File: config.mk
export PLATFORM = sky130hd
export DESIGN_NAME = fifo_read_controller_flat
export DESIGN_NICKNAME = d
export VERILOG_FILES = /design/src/rtl/fifo_read_controller_if.sv /design/src/rtl/fifo_read_controller.sv /design/src/flat_wrapper.sv
export SDC_FILE = /design/constraint.sdc
export NUM_CORES = 1
export LEC_CHECK = 0
export CORE_ASPECT_RATIO = 0.8
export CORE_UTILIZATION = 41
export CTS_BUF_LIST = sky130_fd_sc_hd__clkbuf_4
export CTS_CLUSTER_DIAMETER = 200
export DETAILED_ROUTE_END_ITERATION = 8
export GPL_TIMING_DRIVEN = 1
export PLACE_DENSITY = 0.88
export SYNTH_ARGS = -nofsm -noshare
export SYNTH_HDL_FRONTEND = slang
export SYNTH_SLANG_ARGS = --single-unit
File: constraint.sdc
create_clock -name read_clock -period 2.8 [get_ports read_clock]
set_clock_uncertainty 0.1 [all_clocks]
set_input_delay 0.28 -clock read_clock [delete_from_list [all_inputs] [get_ports read_clock]]
set_output_delay 0.28 -clock read_clock [all_outputs]
set_load 0.02 [all_outputs]
File: src/rtl/fifo_read_controller_if.sv
// Purpose: FWFT output-stage handshake between the FIFO read controller and its consumer.
// Signals:
//   out_data  - registered output word (controller -> consumer)
//   out_valid - out_data holds a valid word (controller -> consumer)
//   out_ready - consumer accepts out_data this cycle (consumer -> controller)
interface fifo_read_controller_if #(
  parameter int unsigned DATA_WIDTH = 8
);
  logic [DATA_WIDTH-1:0] out_data;
  logic                  out_valid;
  logic                  out_ready;

  // Controller side drives the word and its valid flag.
  modport master (
    output out_data,
    output out_valid,
    input  out_ready
  );

  // Consumer side drives the ready flag.
  modport slave (
    input  out_data,
    input  out_valid,
    output out_ready
  );
endinterface

File: src/rtl/fifo_read_controller.sv
// Purpose: read-clock-domain controller of an asynchronous FIFO. Owns the binary/Gray
// read pointer and the empty flag, reads the memory through its combinational read port
// and presents a first-word-fall-through valid/ready output stage.
// Ports:
//   read_clock, read_reset - clock and synchronous active-high reset
//   sync_write_ptr         - Gray write pointer already synchronized into read_clock
//   read_data / read_addr  - combinational memory read port
//   read_ptr               - registered Gray read pointer for the write-domain synchronizer
//   read_empty             - registered; memory holds no unread entry
//   read_count             - registered number of entries in memory not yet popped
//   out_if                 - FWFT output stage (out_data, out_valid, out_ready)
module fifo_read_controller #(
  parameter int unsigned DATA_WIDTH = 8,
  parameter int unsigned ADDR_WIDTH = 4
) (
  input  logic                    read_clock,
  input  logic                    read_reset,
  input  logic [ADDR_WIDTH:0]     sync_write_ptr,
  input  logic [DATA_WIDTH-1:0]   read_data,
  output logic [ADDR_WIDTH-1:0]   read_addr,
  output logic [ADDR_WIDTH:0]     read_ptr,
  output logic                    read_empty,
  output logic [ADDR_WIDTH:0]     read_count,
  fifo_read_controller_if.master  out_if
);

  localparam int unsigned PW = ADDR_WIDTH + 1;

  logic [PW-1:0]         read_bin_q, read_bin_d;
  logic [PW-1:0]         read_ptr_q, read_ptr_d;
  logic                  read_empty_q, read_empty_d;
  logic [PW-1:0]         read_count_q, read_count_d;
  logic [DATA_WIDTH-1:0] out_data_q, out_data_d;
  logic                  out_valid_q, out_valid_d;

  logic                  pop_c;
  logic [PW-1:0]         bin_next_c;
  logic [PW-1:0]         gray_next_c;

  // Gray to binary: each binary bit is the XOR of all Gray bits at or above it.
  function automatic logic [PW-1:0] gray2bin(input logic [PW-1:0] g);
    logic [PW-1:0] b;
    b = g;
    for (int unsigned i = 1; i < PW; i++) begin
      b = b ^ (g >> i);
    end
    return b;
  endfunction

  // Next-state logic: pop moves one word from memory into the output stage.
  always_comb begin
    pop_c        = !read_empty_q && (!out_valid_q || out_if.out_ready);
    bin_next_c   = read_bin_q + PW'(pop_c);
    gray_next_c  = bin_next_c ^ (bin_next_c >> 1);

    read_bin_d   = bin_next_c;
    read_ptr_d   = gray_next_c;
    out_data_d   = out_data_q;
    out_valid_d  = out_valid_q;

    if (pop_c) begin
      out_data_d  = read_data;
      out_valid_d = 1'b1;
    end else if (out_valid_q && out_if.out_ready) begin
      out_valid_d = 1'b0;
    end

    // Compare against the post-pop pointer so the last pop raises empty on the same edge.
    read_empty_d = (gray_next_c == sync_write_ptr);
    read_count_d = gray2bin(sync_write_ptr) - bin_next_c;
  end

  // State registers with synchronous reset.
  always_ff @(posedge read_clock) begin
    if (read_reset) begin
      read_bin_q   <= '0;
      read_ptr_q   <= '0;
      read_empty_q <= 1'b1;
      read_count_q <= '0;
      out_data_q   <= '0;
      out_valid_q  <= 1'b0;
    end else begin
      read_bin_q   <= read_bin_d;
      read_ptr_q   <= read_ptr_d;
      read_empty_q <= read_empty_d;
      read_count_q <= read_count_d;
      out_data_q   <= out_data_d;
      out_valid_q  <= out_valid_d;
    end
  end

  assign read_addr        = read_bin_q[ADDR_WIDTH-1:0];
  assign read_ptr         = read_ptr_q;
  assign read_empty       = read_empty_q;
  assign read_count       = read_count_q;
  assign out_if.out_data  = out_data_q;
  assign out_if.out_valid = out_valid_q;

endmodule

File: src/flat_wrapper.sv
// flat-port wrapper written by rule: the top's interface ports become plain ports
module fifo_read_controller_flat 
#(
  parameter int unsigned DATA_WIDTH = 8,
  parameter int unsigned ADDR_WIDTH = 4
)
  (read_clock, read_reset, sync_write_ptr, read_data, read_addr, read_ptr, read_empty, read_count, out_if_out_data, out_if_out_valid, out_if_out_ready);
  fifo_read_controller_if #(.DATA_WIDTH(DATA_WIDTH)) out_if_i ();
  input  logic read_clock;
  input  logic read_reset;
  input  logic [ADDR_WIDTH:0] sync_write_ptr;
  input  logic [DATA_WIDTH-1:0] read_data;
  output logic [ADDR_WIDTH-1:0] read_addr;
  output logic [ADDR_WIDTH:0] read_ptr;
  output logic read_empty;
  output logic [ADDR_WIDTH:0] read_count;
  output wire logic [$bits(out_if_i.out_data)-1:0] out_if_out_data;
  output wire logic [$bits(out_if_i.out_valid)-1:0] out_if_out_valid;
  input wire logic [$bits(out_if_i.out_ready)-1:0] out_if_out_ready;
  assign out_if_out_data = out_if_i.out_data;
  assign out_if_out_valid = out_if_i.out_valid;
  assign out_if_i.out_ready = out_if_out_ready;
  fifo_read_controller #(.DATA_WIDTH(DATA_WIDTH), .ADDR_WIDTH(ADDR_WIDTH)) u_core (.read_clock(read_clock), .read_reset(read_reset), .sync_write_ptr(sync_write_ptr), .read_data(read_data), .read_addr(read_addr), .read_ptr(read_ptr), .read_empty(read_empty), .read_count(read_count), .out_if(out_if_i));
endmodule
==> results of run 1 <==
==> area by class of cell <==
cell class	instances	area (sq um)
clock buffers	3	22.5
fillers	186	790
multi-input cells	80	636
inverters	3	11.3
flip-flops and latches	24	480
well taps	36	45.0
repair buffers	54	508
clock inverters	1	30.0
==> sequential cells by signal, indices dropped and copies added, names as in the netlist <==
register                 flops
u_core.out_if.out_valid      1
u_core.out_if.out_data       8
u_core.read_empty            1
u_core.read_ptr              5
u_core.read_count            5
u_core.read_bin_q            4
==> logic make-up after synthesis <==
kind of cell | count (synthesis)
compound gates | 8
xor+xnor | 22
flops | 24
simple gates | 34
fa+ha+maj | 7
mux | 9
buf+inv | 6
==> cells in the mapped netlist <==
cell and count:
nor2b_1 4, xor2_2 1, clkbuf_1 2, dfxtp_1 24, inv_1 3, xor2_1 4, nor3_1 1, xnor2_2 1
a41o_1 1, buf_2 1, fa_1 1, a31oi_1 1, mux2i_1 8, ha_1 5, mux2_2 1, nor2_1 21
xnor3_1 1, nand3_1 1, and2_1 1, nand3_2 1, maj3_2 1, nand2b_1 1, a21oi_1 2, a21o_1 2
a21oi_2 1, xnor2_1 15, o21ai_0 1, nand2_1 4
==> per-layer routing <==
metal | wire length (um) | share of wire | vias up | track usage
met4 | 74 | 0.028 | 0 | 0.0698
li1 | - | - | 469 | -
met2 | 1300 | 0.50 | 36 | 0.321
met1 | 1070 | 0.41 | 442 | 0.227
met5 | 0 | 0 | - | 0
met3 | 151 | 0.058 | 9 | 0.0588
==> cells in the final DEF (no fill, tap or decap), types with 2 or more instances in the layout <==
cell / n
nor2b_1: 4
mux2i_1: 8
inv_1: 3
xnor2_2: 4
buf_4: 15
nand2_1: 4
clkdlybuf4s50_1: 37
clkbuf_4: 3
xor2_1: 4
xnor2_1: 12
nor2_1: 21
a21oi_1: 2
dlymetal6s2s_1: 2
a21o_1: 2
ha_1: 5
dfxtp_1: 24
==> per-stage QoR <==
| step | power (uW) | utilization | TNS (ns) | worst slack (ns) |
|---|---|---|---|---|
| 3_5_place_dp | 724 | 0.652 | -0.412 | -0.352 |
| 6_report | 978 | 0.687 | 0 | 0.137 |
| 4_1_cts | 976 | 0.673 | 0 | 0.00985 |
| 3_3_place_gp | 713 | 0.652 | -0.253 | -0.236 |
| 5_1_grt | 1030 | 0.687 | -0.0190 | -0.0190 |
| 2_1_floorplan | 570 | - | 0 | 0.00148 |
==> worst register-to-register path, delay by kind of cell, from the launching register on <==
family,cells,cell delay (ns)
AOI/OAI and AO/OA,1,0.19
xor gates and xnor gates,1,0.14
adders and majority gates,4,1.26
buffers and inverters,1,0.09
DFF,1,0.35
and+or+nand+nor,3,0.27
==> worst max path at each step <==
stage,start,end,slack [ns],cells after the start
finish,sync_write_ptr[2],u_core.read_count[4],0.14,11
global route,sync_write_ptr[2],u_core.read_count[4],-0.02,11
CTS,sync_write_ptr[3],u_core.read_count[4],0.01,12
detailed placement,sync_write_ptr[3],u_core.read_count[4],-0.35,12
global placement,sync_write_ptr[3],u_core.read_count[4],-0.24,12
floorplan,u_core.out_if.out_valid,u_core.read_count[4],0.001,11
==> where the power goes <==
| part | switching, uW | leakage, uW | internal, uW |
|---|---|---|---|
| combinational | 155 | 0.000522 | 183 |
| sequential | 13.7 | 0.000198 | 376 |
| clock | 105 | 0.0000279 | 145 |
==> what timing repair did <==
| action | in CTS | in global routing |
|---|---|---|
| hold buffers | 0 | 0 |
| setup endpoints to repair | 0 | 1 |
| buffers inserted | 0 | 1 |
| endpoints found under the hold margin | 0 | 0 |
| gates resized for setup | 0 | 5 |
==> metrics.csv, run 1 <==
stage;metric;value;unit
run_status;outcome;finished, final reports clean;
clock_tree;htreeDepth;1;
timing;tightest_slew;0.864;ns
placed_design;hpwl;1970;um
floorplanning;die_y;48.7;um
critical_path;path_class;primary input to register;
grt;grt_pass1_vias;929;
logic_synthesis;yosysTopAreaCell;dfxtp_1;
critical_path;r2r-end;u_core.read_count[4];
drt;drt_iter0_markers;16;
critical_path;path_delay_family;XOR/XNOR gates;
logic_synthesis;synth_compound_area_frac;0.0493;
grt;antenna_found_initial;0;
clock_tree;cts-root-buf;clkbuf_4;
critical_path;critPathMaxFanout;2;
hold_path;holdPathEnd;u_core.out_if.out_valid;
critical_path;rrSetupSlack;0.26;ns
hold_path;hp-start;u_core.read_empty;
drt;firstDrtPassIters;4;
drt;drt_wl_total;2600;um
final_layout;design_area;1730;sq um
timing;post-route-min-period;2.66;ns
floorplanning;num_rows;16;
logic_synthesis;synth_nets;132;
drt;wl_per_cell;12.9;um
critical_path;endpoint_kind;register;
critical_path;path_cells;clkdlybuf4s50_1 > xnor2_2 > xor2_1 > xnor2_1 > ha_1 > inv_1 > fa_1 > a21o_1 > maj3_2 > xnor2_2 > nor2_1;
clock_tree;clock-sinks;24;
timing;whs;0.383;ns
power;ir_worst_vdd;0.409;mV
logic_synthesis;yosysWarnings;0;
logic_synthesis;syn_avg_cell_area;10.2;sq um
hold_path;min_path_cells;1;
critical_path;cp_common_cell;xnor2_2;
logic_synthesis;synthMuxAreaShare;0.0817;
final_layout;fin_cells;201;
power;p_leak;0.000747;uW
job;drv_cap;0;
floorplanning;core;2520;sq um
floorplanning;die_w;60.4;um
logic_synthesis;synthAdderAreaFrac;0.0840;
grt;grt_max_degree;25;
final_layout;diodes;0;
timing;slew_headroom;0.422;
placed_design;place_congestion;0.771;
critical_path;cpMaxStageDelayCell;clkdlybuf4s50_1;
critical_path;r2r_cells;10;
placed_design;dpl.cell_count;196;
final_layout;nets;188;
floorplanning;initial_core_util;0.443;
final_layout;drive_above_1_share;0.170;
logic_synthesis;synthCells;110;
logic_synthesis;synthDistinctLibCells;28;
hold_path;hold_path.class;register to register;
critical_path;rr_startpoint;u_core.out_if.out_valid;
critical_path;cp.arrival;2.76;ns
timing;setup_viol;0;
clock_tree;clock_path_buffers;2;
placed_design;placed_cell_area;1650;sq um
drt;post_drt_via_cell_ratio;4.76;
critical_path;cp_data_required_time;2.90;ns
clock_tree;cts-buffers-inserted;3;
grt;grt_pass1_wl;4140;um
clock_tree;cts_tree;done;
logic_synthesis;synth_top_area_frac;0.430;
critical_path;cp-start-kind;primary input;
critical_path;critPathMaxStageDelay;0.48;ns
critical_path;critPathBufInv;2;
timing;finalCritPeriodShare;0.951;
logic_synthesis;synth_top_family_by_area;XOR/XNOR gates;
drt;drc;0;
timing;hold_violations;0;
floorplanning;io_pins;40;
clock_tree;worst_skew_pair.late_latency;0.32;ns
logic_synthesis;yosys.area_share.simple;0.135;
clock_tree;path_clk_slew;0.13;ns
drt;antenna_left;0;
logic_synthesis;synth-xor-area-share;0.198;
grt;gr-total-overflow;0;
floorplanning;die_area;2940;sq um
logic_synthesis;ys_seq_area_frac;0.430;
grt;grt_use_total;0.192;
timing;fmax;375;MHz
placed_design;port_buffers;39;
logic_synthesis;synth_area_leaders;dfxtp_1, xnor2_1, mux2i_1, nor2_1, ha_1;
logic_synthesis;ys_ff_latch;24;
timing;drv_slew;0;
logic_synthesis;syn-cell-area;1120;sq um
final_layout;synthToLayoutAreaGrowth;55.1;%
drt;dr_total_vias;956;
power;p_per_area;564;nW/um^2
Note: power is estimated with default switching activity, not from simulation.
==> run 2, diff against run 1 <==
--- a/config.mk
+++ b/config.mk
@@ -5,7 +5,7 @@
 export SDC_FILE = /design/constraint.sdc
 export NUM_CORES = 1
 export LEC_CHECK = 0
-export CORE_ASPECT_RATIO = 0.8
+export CORE_ASPECT_RATIO = 0.9
 export CORE_UTILIZATION = 41
 export CTS_BUF_LIST = sky130_fd_sc_hd__clkbuf_4
 export CTS_CLUSTER_DIAMETER = 200
==> run 2 against run 1 <==
  * The flow now finishes with violations (DRC)
  * Hold slack worse by 0.012 ns
  * Design area down 1.3%
  * Non-clock buffer count down 1
  * Power about the same
  * Setup slack worse by 0.022 ns
  * Sequential share of layout area up 0.37 points
  * Utilization down 0.55 points
==> metrics.csv, run 2 (synthesis gave the netlist of run 1 again) <==
stage;metric;value;unit;change
final_layout;largest_reg_flops;8;;unchanged
grt;antenna_found_initial;0;;unchanged
power;ir_worst_vdd;0.306;mV;was 0.409 mV
drt;antenna_left;0;;unchanged
placed_design;dpl.cell_count;188;;was 196
critical_path;cp.arrival;2.78;ns;was 2.76 ns
clock_tree;clock_path_buffers;2;;unchanged
critical_path;endpoint_kind;register;;unchanged
final_layout;nets;187;;was 188
hold_path;hold_path.class;register to register;;unchanged
floorplanning;initial_core_util;0.445;;was 0.443
run_status;outcome;complete, but fails checks;;was finished, final reports clean
placed_design;placed_cell_area;1640;sq um;was 1650 sq um
critical_path;r2r_cells;10;;unchanged
critical_path;cpMaxStageDelayCell;clkdlybuf4s50_1;;unchanged
floorplanning;die_y;51.5;um;was 48.7 um
placed_design;port_buffers;39;;unchanged
final_layout;final_cell_mix;clkdlybuf4s50_1, dfxtp_1, nor2_1;;unchanged
clock_tree;clock-sinks;24;;unchanged
timing;fmax;372;MHz;was 375 MHz
placed_design;place_congestion;0.811;;was 0.771
timing;slew_headroom;0.472;;was 0.422
clock_tree;path_clk_slew;0.14;ns;was 0.13 ns
drt;firstDrtPassIters;6;;was 4
power;p_per_area;572;nW/um^2;was 564 nW/um^2
final_layout;diodes;0;;unchanged
critical_path;path_delay_family;adder cells;;was XOR/XNOR gates
drt;drt_wl_total;2570;um;was 2600 um
floorplanning;num_rows;17;;was 16
grt;grt_pass1_vias;920;;was 929
final_layout;drive_above_1_share;0.171;;was 0.170
grt;gr-total-overflow;0;;unchanged
critical_path;path_cells;clkdlybuf4s50_1 > xnor2_2 > xor2_2 > xnor2_1 > ha_2 > inv_1 > fa_1 > a21o_1 > maj3_2 > xnor2_1 > nor2_1;;was clkdlybuf4s50_1 > xnor2_2 > xor2_1 > xnor2_1 > ha_1 > inv_1 > fa_1 > a21o_1 > maj3_2 > xnor2_2 > nor2_1
power;p_leak;0.000720;uW;was 0.000747 uW
grt;grt_max_degree;25;;unchanged
final_layout;design_area;1710;sq um;was 1730 sq um
clock_tree;cts-root-buf;clkbuf_4;;unchanged
critical_path;path_class;primary input to register;;unchanged
hold_path;holdPathEnd;u_core.out_if.out_valid;;unchanged
drt;drc;3;;was 0
final_layout;postLayoutCoreUtil;0.681;;was 0.687
critical_path;rrSetupSlack;0.25;ns;was 0.26 ns
clock_tree;post-cts-setup-buffers;0;;unchanged
drt;post_drt_via_cell_ratio;4.88;;was 4.76
clock_tree;cts-buffers-inserted;3;;unchanged
clock_tree;cts_tree;done;;unchanged
final_layout;fin_cells;192;;was 201
critical_path;critPathMaxStageDelay;0.50;ns;was 0.48 ns
hold_path;min_path_cells;1;;unchanged
critical_path;cp_data_required_time;2.89;ns;was 2.90 ns
job;drv_cap;0;;unchanged
grt;grt_use_total;0.193;;was 0.192
timing;finalCritPeriodShare;0.959;;was 0.951
final_layout;layout_commonest_cell;clkdlybuf4s50_1;;unchanged
drt;drt_iter0_markers;23;;was 16
critical_path;cp_common_cell;xnor2_1;;was xnor2_2
run_status;violations;DRC;;
grt;grt_pass1_wl;4170;um;was 4140 um
drt;dr_total_vias;936;;was 956
clock_tree;cts_hold_buf;0;;unchanged
clock_tree;htreeDepth;1;;unchanged
timing;post-route-min-period;2.69;ns;was 2.66 ns
hold_path;hp-start;u_core.read_empty;;unchanged
timing;tightest_slew;0.790;ns;was 0.864 ns
timing;rsz0062_at_grt;no;;
critical_path;cp-start-kind;primary input;;unchanged
timing;tns;0;ns;unchanged
timing;setup_viol;0;;unchanged
timing;hold_violations;0;;unchanged
clock_tree;worst_skew_pair.late_latency;0.33;ns;was 0.32 ns
critical_path;r2r-end;u_core.read_count[4];;unchanged
floorplanning;core;2510;sq um;was 2520 sq um
critical_path;critPathBufInv;2;;unchanged
final_layout;synthToLayoutAreaGrowth;53.1;%;was 55.1%
floorplanning;die_area;2940;sq um;about the same
placed_design;hpwl;2060;um;was 1970 um
floorplanning;die_w;57.0;um;was 60.4 um
critical_path;critPathMaxFanout;2;;unchanged
floorplanning;io_pins;40;;unchanged
timing;drv_slew;0;;unchanged
critical_path;rr_startpoint;u_core.out_if.out_valid;;unchanged
drt;wl_per_cell;13.4;um;was 12.9 um
## run 2: timing repair
action                     4_1_cts  5_1_grt
setup endpoints to repair        1        1
pin swaps                        3        0
gates resized for setup          5        1
## run 2: layout make-up
cell class,count,area (sq um)
Clock buffer,3,22.5
Clock inverter,1,30.0
Fill cell,200,800
Inverter,3,11.3
Multi-Input combinational cell,80,638
Sequential cell,24,480
Tap cell,28,35.0
Timing Repair Buffer,53,493
## run 2: through the flow
stage / setup slack (ns) / power, uW / hold WS, ns
floorplan: 0.00148 / 570 / 0.252
global placement: -0.261 / 715 / 0.346
detailed placement: -0.449 / 726 / 0.361
CTS: 0.118 / 984 / 0.375
global route: 0.00979 / 1030 / 0.406
finish: 0.115 / 978 / 0.371
## run 2: how the worst max path moves through the flow
stage                                  startpoint                    to  slack [ns]  cells past startpoint
after detailed placement        sync_write_ptr[4]  u_core.read_count[4]       -0.45                     12
after global routing            sync_write_ptr[2]  u_core.read_count[4]        0.01                     11
after CTS                       sync_write_ptr[2]  u_core.read_count[4]        0.12                     11
final                           sync_write_ptr[2]  u_core.read_count[4]        0.11                     11
after global placement          sync_write_ptr[4]  u_core.read_count[4]       -0.26                     12
after floorplan           u_core.out_if.out_valid  u_core.read_count[4]       0.001                     11
## run 2: worst register-to-register path: cells and delay by family, from the launching register on
family,cells,cell delay (ns)
adders and majority gates,4,1.24
DFF,1,0.37
and+or+nand+nor,3,0.29
AOI/OAI and AO/OA,1,0.20
xor gates and xnor gates,1,0.15
buffers and inverters,1,0.07
## run 2: power by group
group	switching (uW)	internal, uW	leakage [uW]
clock network	110	145	0.0000279
registers	14.4	377	0.000198
logic	154	179	0.000495
## run 2: routing by layer
| layer | part of all wire | track usage | routed length, um | vias to the layer above |
|---|---|---|---|---|
| met5 | 0 | 0 | 0 | - |
| met2 | 0.53 | 0.345 | 1350 | 23 |
| met3 | 0.037 | 0.0348 | 94 | 2 |
| li1 | - | - | - | 462 |
| met4 | 0.0062 | 0.0610 | 16 | 0 |
| met1 | 0.43 | 0.237 | 1110 | 449 |
==> run 3, diff against run 2 <==
--- a/config.mk
+++ b/config.mk
@@ -5,6 +5,7 @@
 export SDC_FILE = /design/constraint.sdc
 export NUM_CORES = 1
 export LEC_CHECK = 0
+export ABC_AREA = 0
 export CORE_ASPECT_RATIO = 0.9
 export CORE_UTILIZATION = 41
 export CTS_BUF_LIST = sky130_fd_sc_hd__clkbuf_4
==> results of run 3 <==
Final layout, timing and power as in run 2 (identical DEF).
